[config.mk]
export PLATFORM = sky130hd
export DESIGN_NAME = opll_reg_writer
export DESIGN_NICKNAME = d
export VERILOG_FILES = /design/src/rtl/opll_reg_writer_pkg.sv /design/src/rtl/opll_reg_writer_fifo.sv /design/src/rtl/opll_reg_writer.sv
export SDC_FILE = /design/constraint.sdc
export NUM_CORES = 1
export LEC_CHECK = 0
export CAP_MARGIN = 25
export CORE_UTILIZATION = 35
export CTS_CLUSTER_DIAMETER = 60
export DETAILED_ROUTE_END_ITERATION = 8
export PLACE_DENSITY = 0.57
export RECOVER_POWER = 50
export SLEW_MARGIN = 20
export SYNTH_ARGS = -nofsm -noshare
export SYNTH_HDL_FRONTEND = slang
export SYNTH_SLANG_ARGS = --single-unit
[constraint.sdc]
create_clock -name clk -period 2.7 [get_ports clk]
set_clock_uncertainty 0.05 [all_clocks]
set_input_delay 0.54 -clock clk [delete_from_list [all_inputs] [get_ports clk]]
set_output_delay 0.54 -clock clk [all_outputs]
set_load 0.01 [all_outputs]
[src/rtl/opll_reg_writer_pkg.sv]
// Shared types and defaults for the OPLL register-write sequencer.
package opll_reg_writer_pkg;

   // Sequencer phases; one shared down-counter times every phase except IDLE.
   typedef enum logic [2:0] {
      IDLE  = 3'd0,
      ADDR  = 3'd1,
      AWAIT = 3'd2,
      DATA  = 3'd3,
      DWAIT = 3'd4
   } state_t;

   // Default bus timing in clk cycles.
   localparam int DEF_WR_PULSE  = 2;
   localparam int DEF_ADDR_WAIT = 12;
   localparam int DEF_DATA_WAIT = 84;

   // One register write request as seen by the host.
   typedef struct packed {
      logic [7:0] addr;
      logic [7:0] data;
   } req_t;

   // Largest of three timing values; sizes the shared counter.
   function automatic int max3(input int a, input int b, input int c);
      int m;
      m = (a > b) ? a : b;
      return (m > c) ? m : c;
   endfunction

endpackage

[src/rtl/opll_reg_writer_fifo.sv]
// Small synchronous request FIFO with show-ahead read data.
// Pushes are ignored when full and pops are ignored when empty, so the
// caller never has to reason about overflow or underflow.
module opll_reg_writer_fifo #(
   parameter int DEPTH = 4,
   parameter int WIDTH = 16
) (
   input  logic                       clk,
   input  logic                       rst,
   input  logic                       push,
   input  logic                       pop,
   input  logic [WIDTH-1:0]           wdata,
   output logic [WIDTH-1:0]           rdata,
   output logic                       full,
   output logic                       empty,
   output logic [$clog2(DEPTH):0]     count
);

   localparam int AW = $clog2(DEPTH);

   logic [WIDTH-1:0] mem [DEPTH];
   logic [AW-1:0]    wr_ptr_reg;
   logic [AW-1:0]    rd_ptr_reg;
   logic [AW:0]      count_reg;
   logic             do_push;
   logic             do_pop;

   assign do_push = push && !full;
   assign do_pop  = pop && !empty;

   // Storage write; no reset needed because count gates every read.
   always_ff @(posedge clk) begin
      if (do_push) begin
         mem[wr_ptr_reg] <= wdata;
      end
   end

   // Pointers and occupancy; power-of-two depth lets the pointers wrap freely.
   always_ff @(posedge clk or posedge rst) begin
      if (rst) begin
         wr_ptr_reg <= '0;
         rd_ptr_reg <= '0;
         count_reg  <= '0;
      end else begin
         if (do_push) begin
            wr_ptr_reg <= wr_ptr_reg + 1'b1;
         end
         if (do_pop) begin
            rd_ptr_reg <= rd_ptr_reg + 1'b1;
         end
         case ({do_push, do_pop})
            2'b10:   count_reg <= count_reg + 1'b1;
            2'b01:   count_reg <= count_reg - 1'b1;
            default: count_reg <= count_reg;
         endcase
      end
   end

   assign rdata = mem[rd_ptr_reg];
   assign full  = (count_reg == (AW+1)'(DEPTH));
   assign empty = (count_reg == '0);
   assign count = count_reg;

endmodule

[src/rtl/opll_reg_writer.sv]
// OPLL register-write sequencer: turns (addr, data) requests into an
// address write (A0=0) followed by a data write (A0=1), each followed by a
// settle wait with WR low.
// Build option: define OPLL_REG_WRITER_FIFO_EN to add a FIFO_DEPTH-entry
// request queue so the host can post writes while a transaction runs.
module opll_reg_writer
   import opll_reg_writer_pkg::*;
#(
   parameter int WR_PULSE   = DEF_WR_PULSE,
   parameter int ADDR_WAIT  = DEF_ADDR_WAIT,
   parameter int DATA_WAIT  = DEF_DATA_WAIT,
   parameter int FIFO_DEPTH = 4
) (
   input  logic       clk,
   input  logic       rst,
   input  logic       i_valid,
   output logic       o_ready,
   input  logic [7:0] i_addr,
   input  logic [7:0] i_data,
   output logic [7:0] o_din,
   output logic       o_a0,
   output logic       o_wr,
   output logic       o_busy
);

   localparam int CNT_W = $clog2(max3(WR_PULSE, ADDR_WAIT, DATA_WAIT)) + 1;
   localparam logic [CNT_W-1:0] PULSE_LD = CNT_W'(WR_PULSE - 1);
   localparam logic [CNT_W-1:0] AWAIT_LD = CNT_W'(ADDR_WAIT - 1);
   localparam logic [CNT_W-1:0] DWAIT_LD = CNT_W'(DATA_WAIT - 1);

   state_t           state_reg, state_next;
   logic [CNT_W-1:0] cnt_reg, cnt_next;
   logic [7:0]       data_reg, data_next;
   logic [7:0]       din_reg, din_next;
   logic             a0_reg, a0_next;
   logic             wr_reg, wr_next;

   // Request source seen by the FSM: FIFO head or the host port directly.
   req_t             src_req;
   logic             req_avail;
   logic             take;

`ifdef OPLL_REG_WRITER_FIFO_EN
   logic                        fifo_full;
   logic                        fifo_empty;
   logic                        fifo_push;
   logic [$clog2(FIFO_DEPTH):0] fifo_count;
   logic [$bits(req_t)-1:0]     fifo_rdata;

   assign o_ready   = !fifo_full && !rst;
   assign fifo_push = i_valid && o_ready;
   assign req_avail = !fifo_empty;
   assign src_req   = req_t'(fifo_rdata);
   assign o_busy    = (state_reg != IDLE) || (fifo_count != '0);

   opll_reg_writer_fifo #(
      .DEPTH (FIFO_DEPTH),
      .WIDTH ($bits(req_t))
   ) u_fifo (
      .clk   (clk),
      .rst   (rst),
      .push  (fifo_push),
      .pop   (take),
      .wdata ({i_addr, i_data}),
      .rdata (fifo_rdata),
      .full  (fifo_full),
      .empty (fifo_empty),
      .count (fifo_count)
   );
`else
   // Single-entry: accept only while idle, latch straight from the port.
   assign o_ready   = (state_reg == IDLE) && !rst;
   assign req_avail = i_valid && o_ready;
   assign src_req   = '{addr: i_addr, data: i_data};
   assign o_busy    = (state_reg != IDLE);
`endif

   // State and shared counter registers.
   always_ff @(posedge clk or posedge rst) begin
      if (rst) begin
         state_reg <= IDLE;
         cnt_reg   <= '0;
      end else begin
         state_reg <= state_next;
         cnt_reg   <= cnt_next;
      end
   end

   // Next-state logic; each timed phase lasts (load value + 1) cycles.
   always_comb begin
      state_next = state_reg;
      cnt_next   = cnt_reg;
      take       = 1'b0;
      case (state_reg)
         IDLE: begin
            if (req_avail) begin
               state_next = ADDR;
               cnt_next   = PULSE_LD;
               take       = 1'b1;
            end
         end
         ADDR: begin
            if (cnt_reg == '0) begin
               state_next = AWAIT;
               cnt_next   = AWAIT_LD;
            end else begin
               cnt_next = cnt_reg - 1'b1;
            end
         end
         AWAIT: begin
            if (cnt_reg == '0) begin
               state_next = DATA;
               cnt_next   = PULSE_LD;
            end else begin
               cnt_next = cnt_reg - 1'b1;
            end
         end
         DATA: begin
            if (cnt_reg == '0) begin
               state_next = DWAIT;
               cnt_next   = DWAIT_LD;
            end else begin
               cnt_next = cnt_reg - 1'b1;
            end
         end
         DWAIT: begin
            if (cnt_reg == '0) begin
               // Chain straight into the next address write when one is queued.
               if (req_avail) begin
                  state_next = ADDR;
                  cnt_next   = PULSE_LD;
                  take       = 1'b1;
               end else begin
                  state_next = IDLE;
                  cnt_next   = '0;
               end
            end else begin
               cnt_next = cnt_reg - 1'b1;
            end
         end
         default: begin
            state_next = IDLE;
            cnt_next   = '0;
         end
      endcase
   end

   // Bus values for the next cycle; din/a0 only move on the edge WR rises.
   always_comb begin
      data_next = data_reg;
      din_next  = din_reg;
      a0_next   = a0_reg;
      wr_next   = (state_next == ADDR) || (state_next == DATA);
      if (take) begin
         data_next = src_req.data;
         din_next  = src_req.addr;
         a0_next   = 1'b0;
      end else if ((state_reg == AWAIT) && (state_next == DATA)) begin
         din_next = data_reg;
         a0_next  = 1'b1;
      end
   end

   // Registered bus outputs and latched data byte.
   always_ff @(posedge clk or posedge rst) begin
      if (rst) begin
         data_reg <= '0;
         din_reg  <= '0;
         a0_reg   <= 1'b0;
         wr_reg   <= 1'b0;
      end else begin
         data_reg <= data_next;
         din_reg  <= din_next;
         a0_reg   <= a0_next;
         wr_reg   <= wr_next;
      end
   end

   assign o_din = din_reg;
   assign o_a0  = a0_reg;
   assign o_wr  = wr_reg;

endmodule

After elaboration in Yosys (flattened, before gate mapping)
Index checks and enable logic that the tools add are counted.
{"block": "totals", "register_bits": 29, "inputBits": 19, "out_inout_bits": 12, "elab_cells": 44}
{"block": "classes", "addsub": 1, "eq_ne": 7, "mux": 21, "reduce_logical": 9}
{"operator": "$mux 8", "count": 7}
{"operator": "$pmux 8 s5", "count": 1}
{"operator": "$mux 3", "count": 5}
{"operator": "$pmux 3 s5", "count": 1}
{"operator": "$eq 3x2->1 const B", "count": 3}
{"operator": "$logic_not 8->1", "count": 1}
{"operator": "$sub 8x1->8 const B", "count": 1}
{"operator": "$eq 3x1->1 const B", "count": 2}
{"operator": "$mux 1", "count": 6}
{"operator": "$eq 3x3->1 const B", "count": 1}
{"operator": "$logic_and 1x1->1", "count": 3}
{"operator": "$logic_not 3->1", "count": 1}
{"operator": "$reduce_bool 3->1", "count": 1}
{"operator": "$ne 2x2->1 const B", "count": 1}
{"operator": "$pmux 1 s2", "count": 1}
{"operator": "$reduce_bool 2->1", "count": 1}
{"operator": "$logic_not 1->1", "count": 1}
{"operator": "$logic_or 1x1->1", "count": 1}

Longest topological paths before layout
Gate-level depths: netlist (run 1).
{"block": "logic_depth", "depth_word": 10, "depth_mapped": 6, "mapped_depth_nobuf": 6}

Worst setup path after synthesis (run 1)
OpenSTA, ideal clock, no wires.
{"block": "synth_path", "path_type": "in2reg", "from": "input rst", "to": "register din_reg[0], in the netlist o_din[0]", "t_arrival_ns": 2.150, "slack_ns": 0.375, "cell_stages": 5, "n_path_buf": 1, "cell_sequence": "inv_1 -> nand3b_4 -> buf_6 -> mux2_4 -> mux2_4"}
{"block": "synth_between", "elab_chain_len": 9}
{"item": "start, declared", "line": "opll_reg_writer.sv:15", "text": "input logic rst,"}
{"item": "$logic_not 1->1 (no source line) (*)"}
{"item": "$logic_and 1x1->1 (*)", "line": "opll_reg_writer.sv:72", "text": "assign o_ready = (state_reg == IDLE) && !rst;"}
{"item": "$logic_and 1x1->1 (*)", "line": "opll_reg_writer.sv:73", "text": "assign req_avail = i_valid && o_ready;"}
{"item": "$mux 1", "line": "opll_reg_writer.sv:96, opll_reg_writer.sv:129"}
{"item": "$mux 3", "line": "opll_reg_writer.sv:127", "text": "if (cnt_reg == '0) begin"}
{"item": "$pmux 3 s5", "line": "opll_reg_writer.sv:94", "text": "case (state_reg)"}
{"item": "$eq 3x2->1", "line": "opll_reg_writer.sv:158", "text": "end else if ((state_reg == AWAIT) && (state_next == DATA)) begin"}
{"item": "$logic_and 1x1->1", "line": "opll_reg_writer.sv:158"}
{"item": "$reduce_bool 2->1 (no source line)"}
{"item": "end signal, assigned", "line": "opll_reg_writer.sv:173", "text": "din_reg <= din_next;"}
{"item": "end, declared", "line": "opll_reg_writer.sv:34", "text": "logic [7:0] din_reg, din_next;"}
Every way passes the cells marked *; elsewhere a longest branch is shown, timed or not.
A chain may end at the register's enable or synchronous reset.

Final worst setup path (run 1)
{"block": "layout_path", "from": "register state_reg[2]", "to": "output o_busy"}
{"block": "layout_between", "elab_chain_len": 1}
{"item": "start, declared", "line": "opll_reg_writer.sv:31", "text": "state_t state_reg, state_next;"}
{"item": "start signal, assigned", "line": "opll_reg_writer.sv:84", "text": "state_reg <= state_next;"}
{"item": "$reduce_bool 3->1", "line": "opll_reg_writer.sv:75", "text": "assign o_busy = (state_reg != IDLE);"}
{"item": "end, declared", "line": "opll_reg_writer.sv:23", "text": "output logic o_busy"}
No other way between the ends.

==> flow_metrics.tcl, run 1 <==
set metrics [dict create \
    cts.htree.levels 2 \
    ys_seq_elements 29 \
    worst_skew_pair.late_latency_ns 0.28 \
    final_antenna_net_count 0 \
    num_vias 1331 \
    postCtsResizedCells 0 \
    finalWorstSetupSlack_ns 0.126 \
    grt_first_pass_wirelength_microns 6500 \
    cp_data_arrival_time_ns 1.98 \
    placement.setup.worst_slack_ns 0.378 \
    cts.clk_slew.worst_paths_ns 0.06 \
    syn_avg_cell_area_sq_um 11.1 \
    synthesis.area_sq_mm 0.00166 \
    detail_route.vias_per_cell 5.62 \
    initial_utilization 0.372 \
    die_height_microns 70.9 \
    numPortBuffers 30 \
    power.combinational.fraction 0.457 \
    synth-seq-area-share 0.436 \
    number_of_antenna_violations_at_the_first_check_in_global_routing 0 \
    filler_cell_count 407 \
    drc_errors 0 \
    area_used_by_multi_input_combinational_logic_sq_um 872 \
    critical-path-slowest-cell "dfrtp_1" \
    wire_per_inst_microns 16.1 \
    critical_path.startpoint_type "flip-flop" \
    initialDrtViolationCount 93 \
    fp-row-count 24 \
    finalMaxSlewViolations 0 \
    crit_path_cell_trace "or3_1 > buf_4 > clkdlybuf4s50_1" \
    finish.cell_count_without_fillers 237 \
    rsz0062_at_grt "false" \
    detail_route.wirelength_microns 3820 \
    power_density_mw_per_mm2 992 \
    topRoutingLayerUsed "met4" \
    globalRouteTotalUtil 0.166 \
    critical_path.endpoint_type "primary output" \
    core_area_sq_mm 0.00447 \
    upper_clock_frequency_limit_mhz 388 \
    reg2reg_slack_ns 0.40 \
    cts.sinks 29 \
    wl_met3_microns 169 \
    switching_share 0.361 \
    dp_hpwl_microns 2720 \
    switching_power_mw 0.754 \
    intPower_mw 1.33 \
    worstPathMaxFanout 13 \
    layout-area-overhead-vs-synth_pct 26.5 \
    die_width_microns 70.9 \
    ys_types 42 \
    post-cts-setup-buffers 0 \
    final_net_count 206 \
    hold_viol_final 0 \
    cp_data_required_time_ns 2.11 \
    worst_hold_slack_ns 0.458 \
    final_layout_size_suffix_gt1_frac 0.238 \
    seqCellArea_sq_um 726 \
    io_pins 31 \
    number_of_setup_violations_in_the_final_report 0 \
    pwr-share-clk 0.171 \
    tightestPinTransition_ns 0.748 \
    max-cap-violations 0 \
    p_leak_nw 0.880 \
    gate_count_post_synth 150 \
    max-vdd-ir-drop_mv 0.446 \
    slowest_delay_ns 0.52 \
    share_seq_of_total_power 0.372 \
    cts.hold.buffers_added 0 \
    first_global_vias 1409 \
    syn_nets 171 \
    clock_tree_from_tritoncts "yes" \
    clock-root-buffer "clkbuf_8" \
    cts_inserted_buffers 5 \
    criticalPathCategory "reg -> out" \
    run_status "completed" \
    layout_worst_path_cycle_share 0.953 \
    wl_met1_microns 1760 \
    dp_cells 230 \
    routabilityCongestion 0.825 \
    antenna-diode-count 0 \
    grt_max_degree 30 \
    drt_pass1_iterations 6 \
    timing.final.crit_period_ns 2.57 \
    postLayoutCoreUtil 0.470 \
    globalRoute.totalOverflow 0 \
    die_area_sq_mm 0.00503 \
    slew-limit-headroom 0.501 \
    met2_wirelength_microns 1800 \
    yosys_warnings 0 \
    setup-tns-final_ns 0 \
    hold_path_class "reg -> reg" \
    clock_buffer_depth 2 \
]
==> critical path: cells and delay by family (launching register included) <==
kind | cells | cell delay (ns)
buf+inv | 2 | 0.68
simple gates | 1 | 0.50
flops | 1 | 0.52
==> logic make-up (layout without fill, tap and decap cells) <==
logic type      count (synthesis)  in the layout  synth area share
simple gates                   45             45             0.172
compound gates                 34             34             0.147
flops                          29             29             0.436
mux                            25             25             0.178
buf+inv                        11             46            0.0301
xor+xnor                        4              4            0.0211
fa+ha+maj                       2              2            0.0150
==> metal layers <==
layer	global-route usage	up-vias
li1	-	626
met1	0.205	655
met2	0.268	39
met3	0.0541	11
met4	0.0711	0
met5	0	-
==> path summary, 6_finish.rpt <==
kind                                   start            to  depth (start not counted)
max in group asynchronous                rst    cnt_reg[7]                          3
worst max register to register    cnt_reg[0]      o_din[6]                          6
worst min register to register   data_reg[3]   data_reg[3]                          1
min in group asynchronous                rst  state_reg[2]                          3
worst max-delay path            state_reg[2]        o_busy                          3
worst min-delay path             data_reg[3]   data_reg[3]                          1
==> metrics by stage <==
step / area [sq um] / power (mW)
global placement: 2030 / 1.73
detailed placement: 2030 / 1.75
CTS: 2120 / 2.12
floorplan: 1660 / 1.42
finish: 2100 / 2.09
global route: 2100 / 2.23
==> power by group through the flow <==
stage                     clock network, mW  logic [mW]  registers (mW)
final                                 0.358       0.953           0.777
after global routing                  0.391        1.04           0.799
after CTS                             0.371       0.971           0.783
after detailed placement                  0       0.967           0.787
after global placement                    0       0.956           0.778
after floorplan                           0       0.676           0.744
==> synthesized netlist by cell type (all sizes together) <==
cell type | instances | area, sq um
nand3 | 4 | 25.0
o21ai | 4 | 20.0
clkbuf | 6 | 22.5
nor2b | 2 | 12.5
inv | 3 | 11.3
or3 | 2 | 12.5
or2 | 2 | 12.5
nor3 | 4 | 20.0
a21boi | 2 | 26.3
nor3b | 2 | 15.0
ha | 2 | 25.0
nand3b | 1 | 20.0
nor4b | 2 | 32.5
o21bai | 3 | 22.5
nand2 | 5 | 18.8
o22a | 1 | 8.76
dfrtp | 29 | 726
nor4 | 1 | 6.26
a211o | 1 | 8.76
mux2 | 25 | 297
a311oi | 1 | 8.76
a22oi | 1 | 7.51
nand2b | 4 | 25.0
a221oi | 1 | 8.76
o22ai | 1 | 6.26
o211ai | 4 | 30.0
a21oi | 9 | 45.0
a32oi | 1 | 8.76
nand4b | 1 | 8.76
buf | 2 | 16.3
xor2 | 4 | 35.0
or3b | 2 | 17.5
or4 | 1 | 7.51
nor2 | 11 | 41.3
o2111ai | 1 | 8.76
o221ai | 4 | 35.0
or4b | 1 | 10.0
==> layout make-up <==
class | instances | share of cell area
tap | 52 | 0.0309
multi-input combinational | 110 | 0.415
inverter | 3 | 0.00535
timing repair buffer | 36 | 0.163
sequential | 29 | 0.345
clock buffer | 7 | 0.0410
==> placed cells by master (no fill, tap or decap), drive strengths merged, types with 2 or more instances in the layout <==
cell type,n
clkbuf,8
ha,2
nor2b,2
o211ai,4
or2,2
o21bai,3
inv,3
nand2,5
o221ai,4
nor4b,2
or3,2
nand3,4
nand2b,4
nor2,11
dlygate4sd3,6
or3b,2
a21oi,9
mux2,25
dfrtp,29
o21ai,4
nor3b,2
clkdlybuf4s50,24
xor2,4
a21boi,2
buf,5
nor3,4
(Power assumes the default switching activity.)
==> run 2: changes to the inputs <==
- PLACE_DENSITY: 0.57 -> 0.59
- SLEW_MARGIN: 20 -> unset
- clock period: 2.7 -> 2.1 ns (I/O delays scaled with it)
==> flow_metrics.tcl, run 2 (synthesis results as in run 1) <==
set metrics [dict create \
    p_leak_nw 0.919 \
    tightestPinTransition_ns 0.745 \
    rsz0062_at_grt "false" \
    grt_max_degree 30 \
    routabilityCongestion 0.860 \
    max-cap-violations 0 \
    layout.cell_area.non_filler_sq_mm 0.00221 \
    finalMaxSlewViolations 0 \
    criticalPathCategory "reg -> out" \
    layout.cells.most_common_list "dfrtp_1, clkdlybuf4s50_1, mux2_2" \
    numPortBuffers 30 \
    core_area_sq_mm 0.00447 \
    worst_setup_path_endpoint "o_busy" \
    dp_hpwl_microns 2650 \
    cp-startpoint "state_reg[0]" \
    cts.htree.levels 2 \
    antenna-diode-count 0 \
    num_vias 1332 \
    initial_utilization 0.372 \
    grt_first_pass_wirelength_microns 6270 \
    wire_per_inst_microns 15.1 \
    number_of_antenna_violations_at_the_first_check_in_global_routing 0 \
    cts.hold.buffers_added 0 \
    cts_inserted_buffers 5 \
    reg2reg_slack_ns 0.10 \
    clock_buffer_depth 2 \
    io_pins 31 \
    finalPower_mw 2.87 \
    postLayoutCoreUtil 0.494 \
    timing.final.crit_period_ns 2.03 \
    hold_viol_final 0 \
    reg2reg_depth 6 \
    cts.sinks 29 \
    number_of_setup_violations_in_the_final_report 0 \
    final_antenna_net_count 0 \
    die_height_microns 70.9 \
    post-cts-setup-buffers 0 \
    postCtsResizedCells 3 \
    run_status "completed" \
    final_layout_size_suffix_gt1_frac 0.286 \
    upper_clock_frequency_limit_mhz 493 \
    clock-root-buffer "clkbuf_8" \
    layout_commonest_cell "dfrtp_1" \
    detail_route.wirelength_microns 3690 \
    first_global_vias 1366 \
    crit_path_cell_trace "or3_1 > buf_4 > dlygate4sd2_1" \
    max-vdd-ir-drop_mv 0.468 \
    slowest_delay_ns 0.42 \
    critical-path-slowest-cell "or3_1" \
    detail_route.vias_per_cell 5.46 \
    power_density_mw_per_mm2 1300 \
    layout_worst_path_cycle_share 0.965 \
    critical_path.startpoint_type "flip-flop" \
    regToRegEndpoint "cnt_reg[4]" \
    drt_pass1_iterations 6 \
    cts.clk_slew.worst_paths_ns 0.07 \
    globalRouteTotalUtil 0.161 \
    critical_path.endpoint_type "primary output" \
    layout-area-overhead-vs-synth_pct 33.0 \
    die_width_microns 70.9 \
    globalRoute.totalOverflow 0 \
    final_net_count 212 \
    drc_errors 0 \
    worst_skew_pair.late_latency_ns 0.28 \
    hold_path_class "reg -> reg" \
    initialDrtViolationCount 67 \
    cp_data_arrival_time_ns 1.56 \
    setup-tns-final_ns 0 \
    die_area_sq_mm 0.00503 \
    filler_cell_count 413 \
    regToRegStartpoint "cnt_reg[0]" \
    placed_cell_area_sq_mm 0.00210 \
    slew-limit-headroom 0.503 \
    fp-row-count 24 \
    clock_tree_from_tritoncts "yes" \
    cp_data_required_time_ns 1.63 \
    worstPathMaxFanout 9 \
]
## run 2: area by class of cell
| cell class | count | area, sq um | area share |
|---|---|---|---|
| clock inverter | 2 | 37.5 | 0.0170 |
| inverter | 3 | 12.5 | 0.00566 |
| clock buffer | 6 | 82.6 | 0.0374 |
| timing repair buffer | 42 | 398 | 0.180 |
| tap | 52 | 65.1 | 0.0294 |
| sequential | 29 | 726 | 0.328 |
| multi-input combinational | 110 | 890 | 0.402 |
## run 2: worst min-delay path by stage
stage | start | end | slack, ns | depth (start not counted)
5_1_grt | data_reg[2] | data_reg[2] | 0.48 | 1
3_5_place_dp | data_reg[4] | data_reg[4] | 0.44 | 1
3_3_place_gp | data_reg[3] | data_reg[3] | 0.43 | 1
6_report | data_reg[7] | data_reg[7] | 0.45 | 1
4_1_cts | data_reg[7] | data_reg[7] | 0.46 | 1
2_1_floorplan | rst | cnt_reg[0] | 0.29 | 1
## run 2: worst max-delay path, delay by kind of cell, from the launching register on
family                 cells  cell delay (ns)
buffers and inverters      2             0.48
AND/OR/NAND/NOR            1             0.42
flip-flops                 1             0.38
## run 2: power by group
group          switching, mW  internal (mW)
clock network          0.223          0.385
registers              0.194          0.791
logic                  0.579          0.701
total                  0.997           1.88
## run 2: through the flow
step	hold slack, ns	worst slack, ns	std cells
final	0.454	0.0730	244
after global routing	0.479	0.00753	244
after CTS	0.457	0.0605	244
after detailed placement	0.438	-0.0599	236
after global placement	0.432	-0.0229	236
after floorplan	0.295	0.0821	150
## run 2: per-layer routing
metal / routed length (microns) / part of all wire / track usage
met3: 238 / 0.065 / 0.0556
met1: 1640 / 0.44 / 0.197
met5: 0 / 0 / 0
met2: 1770 / 0.48 / 0.262
met4: 48 / 0.013 / 0.0622
==> run 3: changes to the inputs <==
- CORE_UTILIZATION: 35 -> 45
- GPL_TIMING_DRIVEN: unset -> 0
- PLACE_DENSITY: 0.59 -> 0.73
==> flow_metrics.tcl, run 3 (synthesis results as in run 1) <==
set metrics [dict create \
    slew-limit-headroom 0.457 \
    worstPathMaxFanout 10 \
    dp_cells 226 \
    wire_per_inst_microns 16.1 \
    core_area_sq_mm 0.00344 \
    hold_path_class "reg -> reg" \
    power_density_mw_per_mm2 1320 \
    number_of_antenna_violations_at_the_first_check_in_global_routing 0 \
    postLayoutCoreUtil 0.645 \
    die_height_microns 62.8 \
    placement.setup.worst_slack_ns -0.896 \
    tightestPinTransition_ns 0.815 \
    rsz0062_at_grt "false" \
    p_leak_nw 0.925 \
    worst_hold_slack_ns 0.454 \
    detail_route.vias_per_cell 5.88 \
    layout.cells.most_common_list "dfrtp_1, clkdlybuf4s50_1, mux2_2" \
    worst_skew_pair.late_latency_ns 0.29 \
    initial_utilization 0.483 \
    cts.clk_slew.worst_paths_ns 0.06 \
    clock-root-buffer "clkbuf_8" \
    num_vias 1416 \
    max-cap-violations 0 \
    routabilityCongestion 0.848 \
    io_pins 31 \
    upper_clock_frequency_limit_mhz 491 \
    critical_path.endpoint_type "flip-flop" \
    area_used_by_multi_input_combinational_logic_sq_um 905 \
    grt_first_pass_wirelength_microns 6450 \
    layout.cell_area.non_filler_sq_mm 0.00222 \
    layout-area-overhead-vs-synth_pct 33.5 \
    number_of_setup_violations_in_the_final_report 0 \
    numPortBuffers 30 \
    first_global_vias 1345 \
    die_width_microns 62.8 \
    filler_cell_count 265 \
    cp_data_arrival_time_ns 2.16 \
    finalPower_mw 2.93 \
    clock_buffer_depth 2 \
    criticalPathCategory "in -> reg" \
    cts.sinks 29 \
    detail_route.wirelength_microns 3890 \
    final_antenna_net_count 0 \
    cts.htree.levels 2 \
    globalRouteTotalUtil 0.219 \
    antenna-diode-count 0 \
    drt_pass1_iterations 6 \
    cp_data_required_time_ns 2.23 \
    die_area_sq_mm 0.00394 \
    dp_hpwl_microns 2620 \
    setup-tns-final_ns 0 \
    max-vdd-ir-drop_mv 0.769 \
    cts_inserted_buffers 5 \
    clock_tree_from_tritoncts "yes" \
    hold_viol_final 0 \
    globalRoute.totalOverflow 0 \
    finish.cell_count_without_fillers 241 \
    final_net_count 215 \
    timing.final.crit_period_ns 2.04 \
    seqCellArea_sq_um 727 \
    final_layout_size_suffix_gt1_frac 0.292 \
    initialDrtViolationCount 77 \
    finalWorstSetupSlack_ns 0.0629 \
    placed_cell_area_sq_mm 0.00202 \
    layout_commonest_cell "dfrtp_1" \
    grt_max_degree 16 \
    fp-row-count 21 \
    cts.hold.buffers_added 0 \
    layout_worst_path_cycle_share 0.970 \
    finalMaxSlewViolations 0 \
    critical_path.startpoint_type "input pin" \
    run_status "completed" \
    drc_errors 0 \
]
run 3: cell type report:
type	instances	area share
inverters	3	0.00564
flip-flops and latches	29	0.328
plain buffers	8	0.0220
clock inverters	1	0.0135
repair buffers	36	0.157
well taps	46	0.0259
clock buffers	7	0.0389
repair inverters	1	0.00225
multi-input cells	110	0.408
run 3: worst max-delay path, cell delays in order:
cell and delay (ns):
clkdlybuf4s50_1 0.60, clkinvlp_2 0.23, nand3b_4 0.18, buf_6 0.18, mux2_4 0.30, mux2_4 0.25
run 3: final timing paths:
path / startpoint / end / slack (ns) / depth (start not counted)
setup / recovery: rst / o_din[0] / 0.06 / 6
hold reg to reg: data_reg[5] / data_reg[5] / 0.45 / 1
max in group asynchronous: rst / state_reg[0] / 0.55 / 3
setup reg to reg: cnt_reg[0] / cnt_reg[4] / 0.08 / 6
min in group asynchronous: rst / cnt_reg[1] / 0.66 / 2
hold / removal: data_reg[5] / data_reg[5] / 0.45 / 1
run 3: per-layer routing:
metal  up-vias  share of wire  track usage
li1        652              -            -
met1       696           0.40        0.268
met2        57           0.50        0.345
met3        11          0.067       0.0712
met4         0          0.030        0.110
met5         -              0            0
run 3: report_power, final:
part           switching, mW  internal, mW
sequential             0.151         0.793
combinational          0.664         0.722
clock                  0.218         0.386
run 3: what timing repair did:
action / 4_1_cts / 5_1_grt
resized for setup: 9 / 9
endpoints found under the setup margin: 21 / 15
buffers inserted: 4 / 2
cloned: 1 / 0
pin swaps: 1 / 1
